## src/rtl/lsu_rmw_if.sv

```systemverilog
// Datapath-side request/response bundle of the load/store initiator.
interface lsu_rmw_if;
   logic        req;
   logic        we;
   logic [1:0]  size;
   logic        sign_ext;
   logic [31:0] addr;
   logic [31:0] wdata;
   logic        busy;
   logic        done;
   logic [31:0] rdata;
   logic        err;

   modport master (output req, we, size, sign_ext, addr, wdata,
                   input  busy, done, rdata, err);
   modport slave  (input  req, we, size, sign_ext, addr, wdata,
                   output busy, done, rdata, err);
endinterface

```

## src/rtl/lsu_rmw.sv

```systemverilog
// Multi-cycle load/store initiator: byte/half/word accesses onto a word-wide
// data memory, sub-word stores done as read-modify-write.
module lsu_rmw #(
   parameter int DM_AW = 4
) (
   input  logic              clk,
   input  logic              rst_n,
   lsu_rmw_if.slave          cpu,
   output logic [DM_AW-1:0]  dm_addr,
   output logic              dm_MemRead,
   output logic              dm_MemWrite,
   output logic [31:0]       dm_write_data,
   input  logic [31:0]       dm_read_data
);

   typedef enum logic [1:0] {IDLE, READ, WRITE, DONE} state_t;

   state_t            state, state_n;
   logic              we_q, sext_q, err_q;
   logic [1:0]        size_q;
   logic [DM_AW+1:0]  addr_q;
   logic [31:0]       wdata_q, word_q, rdata_q;
   logic              mis;
   logic [31:0]       load_val, merged;
   logic [7:0]        lb;
   logic [15:0]       lh;

   assign mis = (cpu.size == 2'b11) ||
                (cpu.size == 2'b01 && cpu.addr[0]) ||
                (cpu.size == 2'b10 && cpu.addr[1:0] != 2'b00);

   always_ff @(posedge clk) begin
      if (!rst_n) state <= IDLE;
      else        state <= state_n;
   end

   always_comb begin
      state_n     = state;
      cpu.busy    = (state != IDLE);
      cpu.done    = 1'b0;
      dm_MemRead  = 1'b0;
      dm_MemWrite = 1'b0;
      case (state)
         IDLE: begin
            if (cpu.req) begin
               if (mis)                       state_n = DONE;
               else if (!cpu.we)              state_n = READ;
               else if (cpu.size == 2'b10)    state_n = WRITE;
               else                           state_n = READ;
            end
         end
         READ: begin
            dm_MemRead = 1'b1;
            state_n    = we_q ? WRITE : DONE;
         end
         WRITE: begin
            dm_MemWrite = 1'b1;
            state_n     = DONE;
         end
         DONE: begin
            cpu.done = 1'b1;
            state_n  = IDLE;
         end
         default: state_n = IDLE;
      endcase
   end

   // Load extraction works straight off the memory read data so rdata is
   // ready in the DONE cycle.
   always_comb begin
      lb = dm_read_data[{addr_q[1:0], 3'b000} +: 8];
      lh = dm_read_data[{addr_q[1], 4'b0000} +: 16];
      case (size_q)
         2'b00:   load_val = {{24{sext_q & lb[7]}}, lb};
         2'b01:   load_val = {{16{sext_q & lh[15]}}, lh};
         default: load_val = dm_read_data;
      endcase
   end

   always_comb begin
      merged = word_q;
      case (size_q)
         2'b00:   merged[{addr_q[1:0], 3'b000} +: 8] = wdata_q[7:0];
         2'b01:   merged[{addr_q[1], 4'b0000} +: 16] = wdata_q[15:0];
         default: merged = wdata_q;
      endcase
   end

   always_ff @(posedge clk) begin
      if (!rst_n) begin
         we_q    <= 1'b0;
         sext_q  <= 1'b0;
         err_q   <= 1'b0;
         size_q  <= 2'b00;
         addr_q  <= '0;
         wdata_q <= '0;
         word_q  <= '0;
         rdata_q <= '0;
      end else begin
         if (state == IDLE && cpu.req) begin
            we_q    <= cpu.we;
            sext_q  <= cpu.sign_ext;
            size_q  <= cpu.size;
            addr_q  <= cpu.addr[DM_AW+1:0];
            wdata_q <= cpu.wdata;
            err_q   <= mis;
         end
         if (state == READ) begin
            word_q <= dm_read_data;
            if (!we_q) rdata_q <= load_val;
         end
      end
   end

   assign dm_addr       = addr_q[DM_AW+1:2];
   assign dm_write_data = (state == WRITE) ? merged : 32'h0;
   assign cpu.rdata     = rdata_q;
   assign cpu.err       = (state == DONE) && err_q;

endmodule

```

## src/flat_wrapper.sv

```systemverilog
// flat-port wrapper written by rule: the top's interface ports become plain ports
module lsu_rmw_flat 
#(
   parameter int DM_AW = 4
)
  (clk, rst_n, dm_addr, dm_MemRead, dm_MemWrite, dm_write_data, dm_read_data, cpu_req, cpu_we, cpu_size, cpu_sign_ext, cpu_addr, cpu_wdata, cpu_busy, cpu_done, cpu_rdata, cpu_err);
  lsu_rmw_if cpu_i ();
  input  logic clk;
  input  logic rst_n;
  output logic [DM_AW-1:0] dm_addr;
  output logic dm_MemRead;
  output logic dm_MemWrite;
  output logic [31:0] dm_write_data;
  input  logic [31:0] dm_read_data;
  input wire logic [$bits(cpu_i.req)-1:0] cpu_req;
  input wire logic [$bits(cpu_i.we)-1:0] cpu_we;
  input wire logic [$bits(cpu_i.size)-1:0] cpu_size;
  input wire logic [$bits(cpu_i.sign_ext)-1:0] cpu_sign_ext;
  input wire logic [$bits(cpu_i.addr)-1:0] cpu_addr;
  input wire logic [$bits(cpu_i.wdata)-1:0] cpu_wdata;
  output wire logic [$bits(cpu_i.busy)-1:0] cpu_busy;
  output wire logic [$bits(cpu_i.done)-1:0] cpu_done;
  output wire logic [$bits(cpu_i.rdata)-1:0] cpu_rdata;
  output wire logic [$bits(cpu_i.err)-1:0] cpu_err;
  assign cpu_i.req = cpu_req;
  assign cpu_i.we = cpu_we;
  assign cpu_i.size = cpu_size;
  assign cpu_i.sign_ext = cpu_sign_ext;
  assign cpu_i.addr = cpu_addr;
  assign cpu_i.wdata = cpu_wdata;
  assign cpu_busy = cpu_i.busy;
  assign cpu_done = cpu_i.done;
  assign cpu_rdata = cpu_i.rdata;
  assign cpu_err = cpu_i.err;
  lsu_rmw #(.DM_AW(DM_AW)) u_core (.clk(clk), .rst_n(rst_n), .cpu(cpu_i), .dm_addr(dm_addr), .dm_MemRead(dm_MemRead), .dm_MemWrite(dm_MemWrite), .dm_write_data(dm_write_data), .dm_read_data(dm_read_data));
endmodule
```

## config.mk

```make
export PLATFORM = sky130hd
export DESIGN_NAME = lsu_rmw_flat
export DESIGN_NICKNAME = d
export VERILOG_FILES = /design/src/rtl/lsu_rmw_if.sv /design/src/rtl/lsu_rmw.sv /design/src/flat_wrapper.sv
export SDC_FILE = /design/constraint.sdc
export NUM_CORES = 1
export LEC_CHECK = 0
export BUFFER_PORTS_ARGS = -buffer_cell sky130_fd_sc_hd__buf_2
export CAP_MARGIN = 20
export CORE_ASPECT_RATIO = 0.6
export CORE_MARGIN = 4
export CORE_UTILIZATION = 25
export DETAILED_ROUTE_END_ITERATION = 6
export PLACE_DENSITY = 0.51
export SLEW_MARGIN = 20
export SYNTH_ARGS = -nofsm -noshare
export SYNTH_HDL_FRONTEND = slang
export SYNTH_SLANG_ARGS = --single-unit
```

## constraint.sdc

```tcl
create_clock -name clk -period 2.45 [get_ports clk]
set_input_delay 0.245 -clock clk [delete_from_list [all_inputs] [get_ports clk]]
set_output_delay 0.245 -clock clk [all_outputs]
set_load 0.005 [all_outputs]
```

==> impl_metrics.toml, run 1 <==
[drt]
drtAntennaViolNets = 0
wl_per_cell_um = 19.0
vias = 5655
drtPass1Iterations = 5
drc = 0
via_per_inst = 4.93
totalWireLength_mm = 21.8
drtIter0Drc = 500

[worst_setup_path]
path_max_fanout = 6
crit_path_frequent_cell = "nand2_1"
rr_startpoint = "u_core.state[1]"
critPathKind = "register to output pin"
required_ns = 2.20
slowest_delay_ns = 0.36
ff2ff_setup_slack_ns = 0.36
critPathCaptureType = "output pin"
reg2reg_depth = 6
rr_endpoint = "u_core.cpu.rdata[5]"
worstSetupStartpointType = "register"
critPathBufInv = 3
crit_family = "compound AO/OA/AOI/OAI gates"
slowest_stage = "dfxtp_4"
cp.arrival_ns = 2.11
cp_cell_sequence = "inv_2, ha_2, nand2_1, o31ai_4, buf_6, nand2_1, a221oi_2, buf_2"

[timing]
skew_ns = 0.0129
hold_viol_final = 0
fin_crit_sh_pct = 96.2
fmax_ghz = 0.424
tightest_slew_ns = 0.719
drv_slew = 0
setup_violations = 0
fin_crit_ns = 2.36
relSlewSlack_pct = 52.1
finalSetupTns_ns = 0

[clock_tree]
cts_root_buf = "clkbuf_16"
cts_tree = "built"
numCtsBuffers = 9
h-tree-depth = 3
hold_buffers = 0
cts_sinks = 109
clkSlewWorstSetupHoldPaths_ns = 0.08
clock_path_buffers = 2
clock_latency_ns = 0.36

[power]
ir_drop_v = 0.000448
p_per_area_mw_per_mm2 = 970
finalPower_w = 0.00725
p_leak_nw = 2.97

[worst_hold_path]
holdCritPathClass = "input pin to register"
whs_path_depth = 3
holdPathEnd = "u_core.wdata_q[13]"
min-delay-start = "cpu_wdata[13]"

[die]
die_w_um = 206
floorplan.initialDensity_pct = 25.4
fp.dieH_um = 127
die_area_mm2 = 0.0260
num_rows = 43
boundaryPins = 176
core-area_mm2 = 0.0231

[place]
place_congestion = 0.819
dp_hpwl_mm = 16.4
dp.cells = 1125
io_buffers = 149

[cells_and_area]
nFillCells = 2468
nNetsFinal = 942
post-route-util_pct = 32.4
antenna_cells = 0
final_cells = 1148
multi_input_area_mm2 = 0.00339
area_growth_pct = 27.7
drive_gt1_share_pct = 29.1
regArea_mm2 = 0.00219

[logic_synthesis]
yosysWarnings = 0
synth_seq_cells = 109
syn_area_per_cell_um2 = 8.45
synth_edf_count = 0
ys_types = 43
synthesis.nets = 806
ys_async_sr_fraction_pct = 0
synth_area_mm2 = 0.00585
synth_ff_type = "dfxtp_1"
seq_area_frac_synth_pct = 37.3
synth_cells = 693

[grt]
grt_pass1_vias = 5440
grt_pass1_wl_mm = 32.9
grt.total_usage_pct = 16.5
grt_max_degree = 52
grt_overflow_total = 0
antenna_found_initial = 0

[job]
cap_violations = 0

[outcome]
status = "finished, final reports clean"
==> timing repair <==
item	in CTS	in global routing
gates cloned	1	1
setup buffers	1	5
setup endpoints to repair	25	28
resized for setup	11	15
pin swaps	3	4
==> logic make-up (layout without fill, tap and decap cells) <==
family | count (synthesis) | after routing | synth area share [%]
AND/OR/NAND/NOR | 223 | 223 | 18.7
AO/OA/AOI/OAI | 217 | 217 | 25.8
flip-flops | 109 | 109 | 37.3
buffers and inverters | 76 | 216 | 5.86
multiplexers | 58 | 58 | 10.2
adder cells (fa/ha/maj) | 10 | 10 | 2.14
==> cells in the mapped netlist (9+ instances only) <==
cell type	number	area, um^2
a21oi_1	41	205
buf_2	13	65.1
nand2_1	131	492
inv_1	15	56.3
o22ai_1	24	150
a21boi_0	43	323
clkbuf_1	36	135
mux2_2	15	169
o21ai_0	31	155
a221oi_1	17	149
a22o_1	9	78.8
ha_1	10	125
dfxtp_1	109	2180
o211ai_1	15	113
a31oi_1	9	56.3
nor2b_1	47	294
nor3_1	9	45.0
mux2i_1	43	430
==> routing by layer <==
layer,vias to the layer above,track usage (%),wire length [um]
met5,-,0,0
met4,0,2.48,176
met3,18,4.57,1660
met2,215,23.7,9240
met1,2688,24.9,10700
li1,2734,-,-
==> tightest hold or removal path, stage by stage <==
cell and delay [ns]:
buf_2 0.09, nand2_1 0.04, a21boi_0 0.06
==> final cells by class <==
cell class / count / area share (%)
Clock buffer: 9 / 3.01
Clock inverter: 6 / 0.954
Inverter: 17 / 0.887
Multi-Input combinational cell: 508 / 45.4
Sequential cell: 109 / 29.3
Tap cell: 315 / 5.27
Timing Repair Buffer: 184 / 15.2
==> layout by cell type, fill, tap and decap left out, drive strengths merged, types with 17 or more instances in the layout <==
| cell | count |
|---|---|
| a21boi | 43 |
| a21oi | 41 |
| a221oi | 17 |
| buf | 182 |
| dfxtp | 109 |
| inv | 19 |
| mux2i | 43 |
| nand2 | 131 |
| nor2b | 47 |
| o21ai | 31 |
| o22ai | 24 |
==> where the power goes <==
part / switching [W] / total (W) / internal, W
logic: 0.00175 / 0.00309 / 0.00134
clock network: 0.000740 / 0.00154 / 0.000799
registers: 0.000383 / 0.00262 / 0.00224
==> registers in the layout, indices dropped and copies added (netlist names) <==
register and count:
u_core.word_q 32, u_core.sext_q 1, u_core.cpu.rdata 32, u_core.size_q 2, u_core.wdata_q 32, u_core.we_q 1
u_core.err_q 1, u_core.state 2, u_core.addr_q 6
==> per-stage QoR <==
step                hold slack, ns  setup slack (ns)  cell area (um^2)
finish                       0.124            0.0933              7470
global route                 0.127          -0.00641              7470
CTS                          0.115           0.00796              7350
detailed placement           0.458             0.181              6970
global placement             0.452             0.194              6970
floorplan                    0.379             0.368              5850
==> how the worst max path moves through the flow <==
stage                                start  slack, ns  cells past startpoint                end
after floorplan           u_core.addr_q[0]       0.37                      8  dm_write_data[23]
after global placement    u_core.addr_q[1]       0.19                      7  dm_write_data[31]
after detailed placement  u_core.addr_q[1]       0.18                      7  dm_write_data[31]
after CTS                 u_core.addr_q[1]      0.008                      7   dm_write_data[0]
after global routing       u_core.state[0]     -0.006                      8  dm_write_data[22]
final                     u_core.addr_q[1]       0.09                      8   dm_write_data[0]
Power figures use the tool's default switching activity.
==> inputs of run 2 (changes only) <==
--- a/config.mk
+++ b/config.mk
@@ -5,7 +5,7 @@
 export SDC_FILE = /design/constraint.sdc
 export NUM_CORES = 1
 export LEC_CHECK = 0
-export BUFFER_PORTS_ARGS = -buffer_cell sky130_fd_sc_hd__buf_2
+export BUFFER_PORTS_ARGS = -buffer_cell sky130_fd_sc_hd__buf_4
 export CAP_MARGIN = 20
 export CORE_ASPECT_RATIO = 0.6
 export CORE_MARGIN = 4
==> impl_metrics.toml, run 2 (same netlist as run 1, synthesis figures left out) <==
[power]
p_per_area_mw_per_mm2 = 943
swShare_pct = 38.9
ir_drop_v = 0.000370
seqPwrFrac_pct = 35.7
p_leak_nw = 3.03
p_int_w = 0.00452
p_clk_share_pct = 19.6
p_switching_w = 0.00288
power_frac_comb_pct = 44.7

[clock_tree]
h-tree-depth = 3
clkSlewWorstSetupHoldPaths_ns = 0.08
clock_path_buffers = 2
hold_buffers = 0
cts_root_buf = "clkbuf_16"
cts_tree = "built"
clock_latency_ns = 0.36
cts_sinks = 109
numCtsBuffers = 9

[worst_setup_path]
slowest_stage = "dfxtp_4"
path_max_fanout = 5
worstSetupStartpointType = "register"
cp_cell_sequence = "inv_6, ha_4, o31ai_4, nand2_1, a221oi_2, buf_4"
cp.arrival_ns = 2.09
required_ns = 2.20
critPathCaptureType = "output pin"
slowest_delay_ns = 0.39
critPathKind = "register to output pin"

[cells_and_area]
post-route-util_pct = 34.0
final_common_cell = "buf_4"
regArea_mm2 = 0.00219
nNetsFinal = 943
antenna_cells = 0
layout_common_cells = "buf_4 (176), nand2_1 (130), dfxtp_1 (106)"
area_growth_pct = 34.2
fin_area_mm2 = 0.00786
multi_input_area_mm2 = 0.00342
nFillCells = 2504
drive_gt1_share_pct = 29.7

[drt]
drc = 0
totalWireLength_mm = 21.7
vias = 5592
drtPass1Iterations = 5
via_per_inst = 4.87
drtIter0Drc = 387
wl_per_cell_um = 18.9
drtAntennaViolNets = 0

[die]
core-area_mm2 = 0.0231
fp.dieH_um = 127
die_area_mm2 = 0.0260
die_w_um = 206
num_rows = 43
boundaryPins = 176
floorplan.initialDensity_pct = 25.4

[place]
io_buffers = 149
pre_cts_ws_ns = 0.168
dp_hpwl_mm = 16.5
place_area_mm2 = 0.00734
place_congestion = 0.833

[timing]
fin_ws_ns = 0.116
setup_violations = 0
tightest_slew_ns = 0.708
relSlewSlack_pct = 52.8
finalSetupTns_ns = 0
hold_viol_final = 0
fin_crit_sh_pct = 95.3
fin_crit_ns = 2.33
fmax_ghz = 0.429
drv_slew = 0
skew_ns = 0.00874

[grt]
grt_pass1_wl_mm = 32.2
grt_overflow_total = 0
grt_pass1_vias = 5226
antenna_found_initial = 0
grt_max_degree = 51
grt.total_usage_pct = 16.1

[outcome]
status = "finished, final reports clean"

[job]
cap_violations = 0

[worst_hold_path]
holdCritPathClass = "input pin to register"
## run 2: repair_timing
action | CTS | global route
buffers inserted | 2 | 6
setup endpoints to repair | 24 | 32
endpoints found under the hold margin | 0 | 0
gates resized for setup | 10 | 20
cloned | 1 | 1
pin swaps | 2 | 4
## run 2: final timing paths
check                    from                   end  slack, ns  depth (start not counted)
max reg2reg  u_core.addr_q[1]  u_core.cpu.rdata[31]       0.35                          6
min reg2reg  u_core.addr_q[4]      u_core.addr_q[4]       0.46                          2
max          u_core.addr_q[1]      dm_write_data[6]       0.12                          6
min             cpu_wdata[13]    u_core.wdata_q[13]       0.14                          3
## run 2: layout make-up
| class | instances | area share, % |
|---|---|---|
| multi-input cells | 508 | 43.5 |
| flip-flops and latches | 109 | 27.9 |
| clock inverters | 5 | 0.557 |
| clock buffers | 10 | 3.04 |
| inverters | 17 | 0.955 |
| well taps | 315 | 5.02 |
| repair buffers | 185 | 19.1 |
## run 2: critical path, delay by kind of cell, from the launching register on
kind	cells	cell delay, ns
buf+inv	2	0.23
simple gates	1	0.12
compound gates	2	0.73
flops	1	0.39
fa+ha+maj	1	0.26
## run 2: through the flow
step	power, W	std cells	hold WS (ns)
after global routing	0.00793	1149	0.135
final	0.00741	1149	0.137
after detailed placement	0.00579	1124	0.459
after global placement	0.00577	1124	0.455
after CTS	0.00734	1142	0.126
after floorplan	0.00445	693	0.379
## run 2: layer usage
metal	GRT usage (%)	share of wire [%]
met1	24.5	50
met2	23.2	42
met4	2.36	0.85
met3	3.91	7.2
met5	0	0
## run 2: power by group through the flow
stage / sequential [W] / combinational [W] / clock (W)
2_1_floorplan: 0.00253 / 0.00192 / 0
3_3_place_gp: 0.00267 / 0.00309 / 0
3_5_place_dp: 0.00267 / 0.00312 / 0
4_1_cts: 0.00264 / 0.00320 / 0.00150
5_1_grt: 0.00270 / 0.00365 / 0.00158
6_report: 0.00264 / 0.00331 / 0.00145
